`src/rtl/pipo_share_arbiter.sv`:
```
// Round-robin arbiter sharing one parallel-in/parallel-out holding register
// among NREQ requesters, presented downstream with a valid/ready handshake.
module pipo_share_arbiter #(
  parameter int unsigned NREQ    = 4,
  parameter int unsigned WIDTH   = 4,
  parameter int unsigned OWNER_W = 2
) (
  input  logic                  clk,
  input  logic                  reset,
  input  logic [NREQ-1:0]       req,
  input  logic [NREQ*WIDTH-1:0] datain,
  output logic [NREQ-1:0]       gnt,
  output logic [WIDTH-1:0]      dataout,
  output logic                  out_valid,
  input  logic                  out_ready,
  output logic [OWNER_W-1:0]    owner
);

  typedef enum logic [0:0] {StEmpty, StFull} state_e;

  state_e             state_q, state_d;
  logic [OWNER_W-1:0] rr_ptr_q, rr_ptr_d;
  logic [OWNER_W-1:0] owner_q, owner_d;
  logic [WIDTH-1:0]   data_q, data_d;
  logic [OWNER_W-1:0] win_idx, idx;
  logic [WIDTH-1:0]   win_data;
  logic               found, can_load, load;

  // Rotating-priority search: first set request at or above rr_ptr, wrapping.
  // NREQ is a power of two, so the OWNER_W-bit add wraps naturally.
  always_comb begin
    found   = 1'b0;
    win_idx = '0;
    idx     = '0;
    for (int k = 0; k < NREQ; k++) begin
      idx = rr_ptr_q + OWNER_W'(k);
      if (!found && req[idx]) begin
        found   = 1'b1;
        win_idx = idx;
      end
    end
  end

  // Grant only when the register can take a word; suppressed during reset.
  always_comb begin
    can_load = (state_q == StEmpty) || out_ready;
    load     = reset && can_load && found;
    gnt      = '0;
    win_data = '0;
    if (load) gnt[win_idx] = 1'b1;
    for (int i = 0; i < NREQ; i++) begin
      if (gnt[i]) win_data = datain[i*WIDTH +: WIDTH];
    end
  end

  // Next-state: load on grant (drain and load may coincide), drain otherwise.
  always_comb begin
    state_d  = state_q;
    rr_ptr_d = rr_ptr_q;
    owner_d  = owner_q;
    data_d   = data_q;
    if (load) begin
      state_d  = StFull;
      data_d   = win_data;
      owner_d  = win_idx;
      rr_ptr_d = win_idx + OWNER_W'(1);
    end else if (state_q == StFull && out_ready) begin
      state_d = StEmpty;
    end
  end

  // State register with synchronous active-low reset.
  always_ff @(posedge clk) begin
    if (!reset) begin
      state_q  <= StEmpty;
      rr_ptr_q <= '0;
      owner_q  <= '0;
      data_q   <= '0;
    end else begin
      state_q  <= state_d;
      rr_ptr_q <= rr_ptr_d;
      owner_q  <= owner_d;
      data_q   <= data_d;
    end
  end

  assign dataout   = data_q;
  assign owner     = owner_q;
  assign out_valid = (state_q == StFull);

endmodule

```
`config.mk`:
```
export PLATFORM = sky130hd
export DESIGN_NAME = pipo_share_arbiter
export DESIGN_NICKNAME = d
export VERILOG_FILES = /design/src/rtl/pipo_share_arbiter.sv
export SDC_FILE = /design/constraint.sdc
export NUM_CORES = 1
export LEC_CHECK = 0
export CORE_MARGIN = 4
export CORE_UTILIZATION = 35
export DETAILED_ROUTE_END_ITERATION = 16
export HOLD_SLACK_MARGIN = 0.06
export PLACE_DENSITY = 0.78
export SKIP_CTS_REPAIR_TIMING = 1
export SLEW_MARGIN = 20
export SYNTH_ARGS = -nofsm -noshare
export SYNTH_HDL_FRONTEND = slang
export SYNTH_SLANG_ARGS = --single-unit
```
`constraint.sdc`:
```
create_clock -name clk -period 3.1 [get_ports clk]
set_clock_uncertainty 0.2 [all_clocks]
set_input_delay 0.31 -clock clk [delete_from_list [all_inputs] [get_ports clk]]
set_output_delay 0.31 -clock clk [all_outputs]
set_load 0.005 [all_outputs]
```
# Word-level counts from Yosys, hierarchy flattened
# Index checks and enable logic that the tools add are counted.
# word_totals
register_bits,9
output_inout_bits,11
in_bits,23
elab_cells,52
# op_classes
n_lt_le_gt_ge,6
n_mux,25
n_bitwise,1
add_sub_neg,4
reduce_logical,12
# op_table
cell,count
$mux 4,5
$lt 2x3->1 const B,5
$mux 1,11
$bmux 1 s2,4
$mux 2,4
$logic_and 1x1->1,7
$add 2x1->2 const B,2
$add 2x2->2 const B,2
$logic_not 1->1,3
$demux 1 s2,1
$ge 2x1->1 const B,1
$reduce_bool 2->1,1
$logic_or 1x1->1,1
$not 1->1,1

# Logic depth before layout (Yosys ltp)
# Gate-level depths: netlist of run 1.
# logic_depth
depth_word,21
depth_mapped,9
ltp_nobuf,9

# Worst setup path after synthesis of run 1
# No wires, ideal clock.
# synth_path
kind,in2reg
start,input port req[2]
end,"register data_q[0], in the netlist dataout[0]"
setup_time_ns,0.095
path_stages,8
path_buffers,0
arrival_time_ns,1.924
t_required_ns,2.805
slack_ns,0.880
cell_sequence,nor2b_1 -> a21boi_1 -> o32ai_2 -> inv_1 -> ha_1 -> nor3_1 -> nand4_1 -> a221oi_1
# synth_between
elab_chain_cells,21
word_cells_on_any_way,33
cone_classes,2 x order compare; 23 x mux; 8 x reduce/logical
# synth_rtl
item,line,text
start: declaration,10,"input logic [NREQ-1:0] req,"
$bmux 1 s2,37,if (!found && req[idx]) begin
$mux 1 (implied by the code),37,
$mux 1,37,
$logic_not 1->1,37,
$logic_and 1x1->1,37,
$mux 1,37,
$logic_not 1->1,37,
$logic_and 1x1->1,37,
(+2 left out),-,
$logic_and 1x1->1,37,
$mux 2,37,
$lt 2x3->1 (implied by the code) or $ge 2x1->1 (tied branches),50,if (load) gnt[win_idx] = 1'b1;
$logic_and 1x1->1 (implied by the code),50,
$mux 1 (implied by the code),50,
$demux 1 s2,50,
$mux 4,50,
$mux 4 (4 in series),52,if (gnt[i]) win_data = datain[i*WIDTH +: WIDTH];
end signal: assignment,83,data_q <= data_d;
end: declaration,24,"logic [WIDTH-1:0] data_q, data_d;"
# Parallel ways exist; a longest one is shown, timed or not. The select of a mux whose other input is x is not followed.
# A chain may end at the register's enable or synchronous reset.

# Worst setup path in the final report of run 1
# layout_path
start,input port req[2]
end,output port gnt[2]
# layout_between
elab_chain_cells,17
word_cells_on_any_way,29
cone_classes,2 x order compare; 19 x mux; 8 x reduce/logical
# layout_rtl
item,line,text
$bmux 1 s2,37,
$mux 1 (implied by the code),37,
$mux 1,37,
$logic_not 1->1,37,
$logic_and 1x1->1,37,
$mux 1,37,
$logic_not 1->1,37,
$logic_and 1x1->1,37,
$mux 1,37,
$logic_not 1->1,37,
$logic_and 1x1->1,37,
$mux 2,37,
$lt 2x3->1 (implied by the code) or $ge 2x1->1 (tied branches),50,
$logic_and 1x1->1 (implied by the code),50,
$mux 1 (implied by the code),50,
$demux 1 s2,50,
$mux 4 *,50,
end: declaration,12,"output logic [NREQ-1:0] gnt,"
# Every way passes the cells marked *; elsewhere a longest branch is shown, timed or not. The select of a mux whose other input is x is not followed.

==> results.py, run 1 <==
metrics = {
    "synthesis": {
        "cell_area_after_synthesis_sq_um": 611,
        "postSynth.asyncResetShare_pct": 0,
        "netlist.area_leader.share_pct": 29.5,
        "synth-edff-count": 0,
        "synth_flop_cell": "dfxtp_1",
        "netlist.top_cell.by_area": "dfxtp_1",
        "synth_seq_cells": 9,
        "syn-mean-instance-area_sq_um": 8.14,
        "post_synth_main_area_contributors": "dfxtp_1 30%, a221oi_1 11%, o21ai_0 6.6%",
        "mapped_nets": 100,
        "synth_warnings": 0,
        "synth-seq-area-share_pct": 29.5,
        "synth.lib_cells_used.distinct": 28,
        "synth_cells": 75,
    },
    "cts": {
        "clockBufferDepth": 2,
        "worst_skew_pair.late_latency_ps": 260,
        "cts_tree": "done",
        "numClockSinks": 9,
        "cts_inserted_buffers": 3,
        "cts.htree.levels": 1,
        "ctsRootBufferMaster": "clkbuf_4",
        "reg_clk_slew_reported_paths_ps": 60,
    },
    "sta": {
        "finalCritPeriodShare_pct": 93.0,
        "totalNegativeSetupSlack_ps": 0,
        "hold_viol": 0,
        "grt_setup_unrepaired": "no",
        "max_slew.worst_pin.slew_ps": 475,
        "post-route-min-period_ps": 2880,
        "final-setup-viol-count": 0,
        "max_freq_mhz": 347,
        "timing.max_slew.rel_slack_pct": 68.0,
        "slew_violations": 0,
    },
    "grt": {
        "grt_start_max_net_pins": 12,
        "grt_first_pass_wirelength_microns": 2730,
        "grt_antenna_before_repair": 0,
        "via_count_of_the_first_global_routing_pass": 631,
        "grt_remaining_overflow": 0,
        "grt_util_all_layers_pct": 14.2,
    },
    "worst_setup_path": {
        "cpMaxStageDelayCell": "clkdlybuf4s50_1",
        "crit_path_cell_trace": "clkdlybuf4s50_1 -> nor2b_1 -> a21boi_1 -> o32ai_2 -> inv_1 -> ha_2 -> and2_1 -> clkdlybuf4s50_1",
        "critPathMostFrequentCell": "clkdlybuf4s50_1",
        "worst_path_bufs_invs": 3,
        "r2r.worst_path.cells": 7,
        "path_delay_family": "buffers and inverters",
        "critical_path.endpoint_type": "output pin",
        "path_depth": 8,
        "crit_path_max_incr_delay_ps": 490,
        "worst-path-max-fanout": 7,
        "critPathLaunchType": "input port",
        "cp_data_required_time_ps": 2590,
        "worstSetupPathType": "input port to output pin",
        "worst_ep_arrival_time_ps": 2370,
        "reg2reg_setup_slack_ps": 710,
    },
    "hold_path": {
        "min_path_type": "flop to flop",
        "worst_hold_path.num_cells": 1,
    },
    "floorplan": {
        "placementRows": 14,
        "io_pins": 34,
        "dieHeight_microns": 49.8,
        "floorplan.die_area_sq_um": 2480,
        "fp.dieW_microns": 49.8,
        "core_sq_um": 1580,
        "start_util_pct": 38.7,
    },
    "power_and_ir_drop": {
        "comb_power_share_pct": 38.4,
        "switching_share_pct": 29.8,
        "sequentialPowerShare_pct": 36.9,
        "power.switching_w": 0.000109,
        "ir_drop_uv": 227,
        "p_per_area_nw_per_um2": 365,
        "pwr-share-clk_pct": 24.7,
        "power.internal_w": 0.000257,
        "cellLeakagePower_nw": 0.405,
    },
    "drt": {
        "post-route-drc-count": 0,
        "overall_via_count_from_detail_route": 695,
        "antenna_left": 0,
        "drt_first_iter_violations": 13,
        "drt-pass1-iter-count": 4,
        "post_drt_wl_per_cell_microns": 13.8,
        "route.detailed.vias_per_inst": 5.39,
        "detail_route.wirelength_microns": 1780,
    },
    "placed_design": {
        "dp_hpwl_microns": 1470,
        "placement.io_buffers": 33,
        "place.gp.congestion": 0.785,
    },
    "run_status": {
        "result_of_the_run": "finished clean",
    },
    "cells_and_area": {
        "finish.net_count": 139,
        "antennaDiodeCount": 0,
        "syn2layout_area_growth_pct": 64.5,
        "drive_gt1_share_pct": 11.5,
        "final_core_utilization_pct": 63.7,
    },
    "run": {
        "max_cap_violations": 0,
    },
}
-- metrics by stage --
step	instances	total power (W)	setup WS (ps)	area (sq um)	hold slack (ps)
after global routing	129	0.000395	55.4	1000	332
after CTS	129	0.000371	161	1000	302
after global placement	125	0.000276	241	976	276
after floorplan	75	0.000202	880	611	255
final	129	0.000367	218	1000	296
after detailed placement	125	0.000278	116	976	283
-- cell usage in the layout, fill, tap and decap left out, types with 2 or more instances in the layout --
cell type,synthesis,routed
nand2_1,3,3
clkbuf_4,0,3
inv_1,7,7
nor2_1,7,7
nand4_1,4,4
buf_4,0,3
o21ai_0,8,8
nor3_1,2,2
and2_1,3,3
clkdlybuf4s50_1,0,33
a221oi_1,8,8
nor2b_1,4,4
dfxtp_1,9,9
-- power groups by stage --
stage | Clock, W | Sequential (W) | Combinational, W
2_1_floorplan | 0 | 0.000137 | 0.0000649
3_3_place_gp | 0 | 0.000137 | 0.000138
3_5_place_dp | 0 | 0.000138 | 0.000140
4_1_cts | 0.0000951 | 0.000135 | 0.000141
5_1_grt | 0.000103 | 0.000137 | 0.000155
6_report | 0.0000907 | 0.000135 | 0.000141
-- final cells by class --
class                      instances  area [sq um]
fill                             137           572
timing repair buffer              36           353
multi-input combinational         57           399
sequential                         9           180
inverter                           7          26.3
clock buffer                       4          26.3
tap                               16          20.0
-- cells in the mapped netlist (all sizes together) (2+ instances only) --
master	count
ha	2
clkbuf	2
nand2	3
nor2	7
nor3	2
a221oi	8
dfxtp	9
o21ai	9
nand4	4
a21boi	2
and2	3
nor2b	4
inv	7
and3	2
-- path summary, 6_finish.rpt --
check              start         end
min             owner[0]    owner[0]
max               req[2]      gnt[2]
min reg2reg     owner[0]    owner[0]
max reg2reg  rr_ptr_q[1]  dataout[1]
-- state kept, by name, summed over array words and instances (netlist names) --
signal / count
dataout: 4
rr_ptr_q: 2
out_valid: 1
owner: 2
-- logic make-up after synthesis --
kind of cell | Yosys count | share of synthesized area (%)
adders and majority gates | 2 | 4.10
AOI/OAI and AO/OA | 24 | 30.9
DFF | 9 | 29.5
and+or+nand+nor | 31 | 29.9
buffers and inverters | 9 | 5.53
-- per-layer routing --
| layer | part of all wire (%) | routed length [microns] | GRT usage [%] | vias up |
|---|---|---|---|---|
| met2 | 54 | 959 | 24.9 | 17 |
| met4 | 0 | 0 | 1.38 | 0 |
| met1 | 40 | 718 | 16.6 | 320 |
| met3 | 5.6 | 99 | 5.72 | 0 |
| met5 | 0 | 0 | 0 | - |
| li1 | - | - | - | 358 |
(Power assumes the default switching activity.)
==> run 2: changes to the inputs <==
Settings changed: SKIP_LAST_GASP set to 1.
==> results of run 2 <==
The final DEF is identical to that of run 1; final timing and power are the same.
==> run 3: changes to the inputs <==
Settings changed: SKIP_CTS_REPAIR_TIMING 1 to not set.
==> results of run 3 <==
The final DEF is identical to that of run 1; final timing and power are the same.
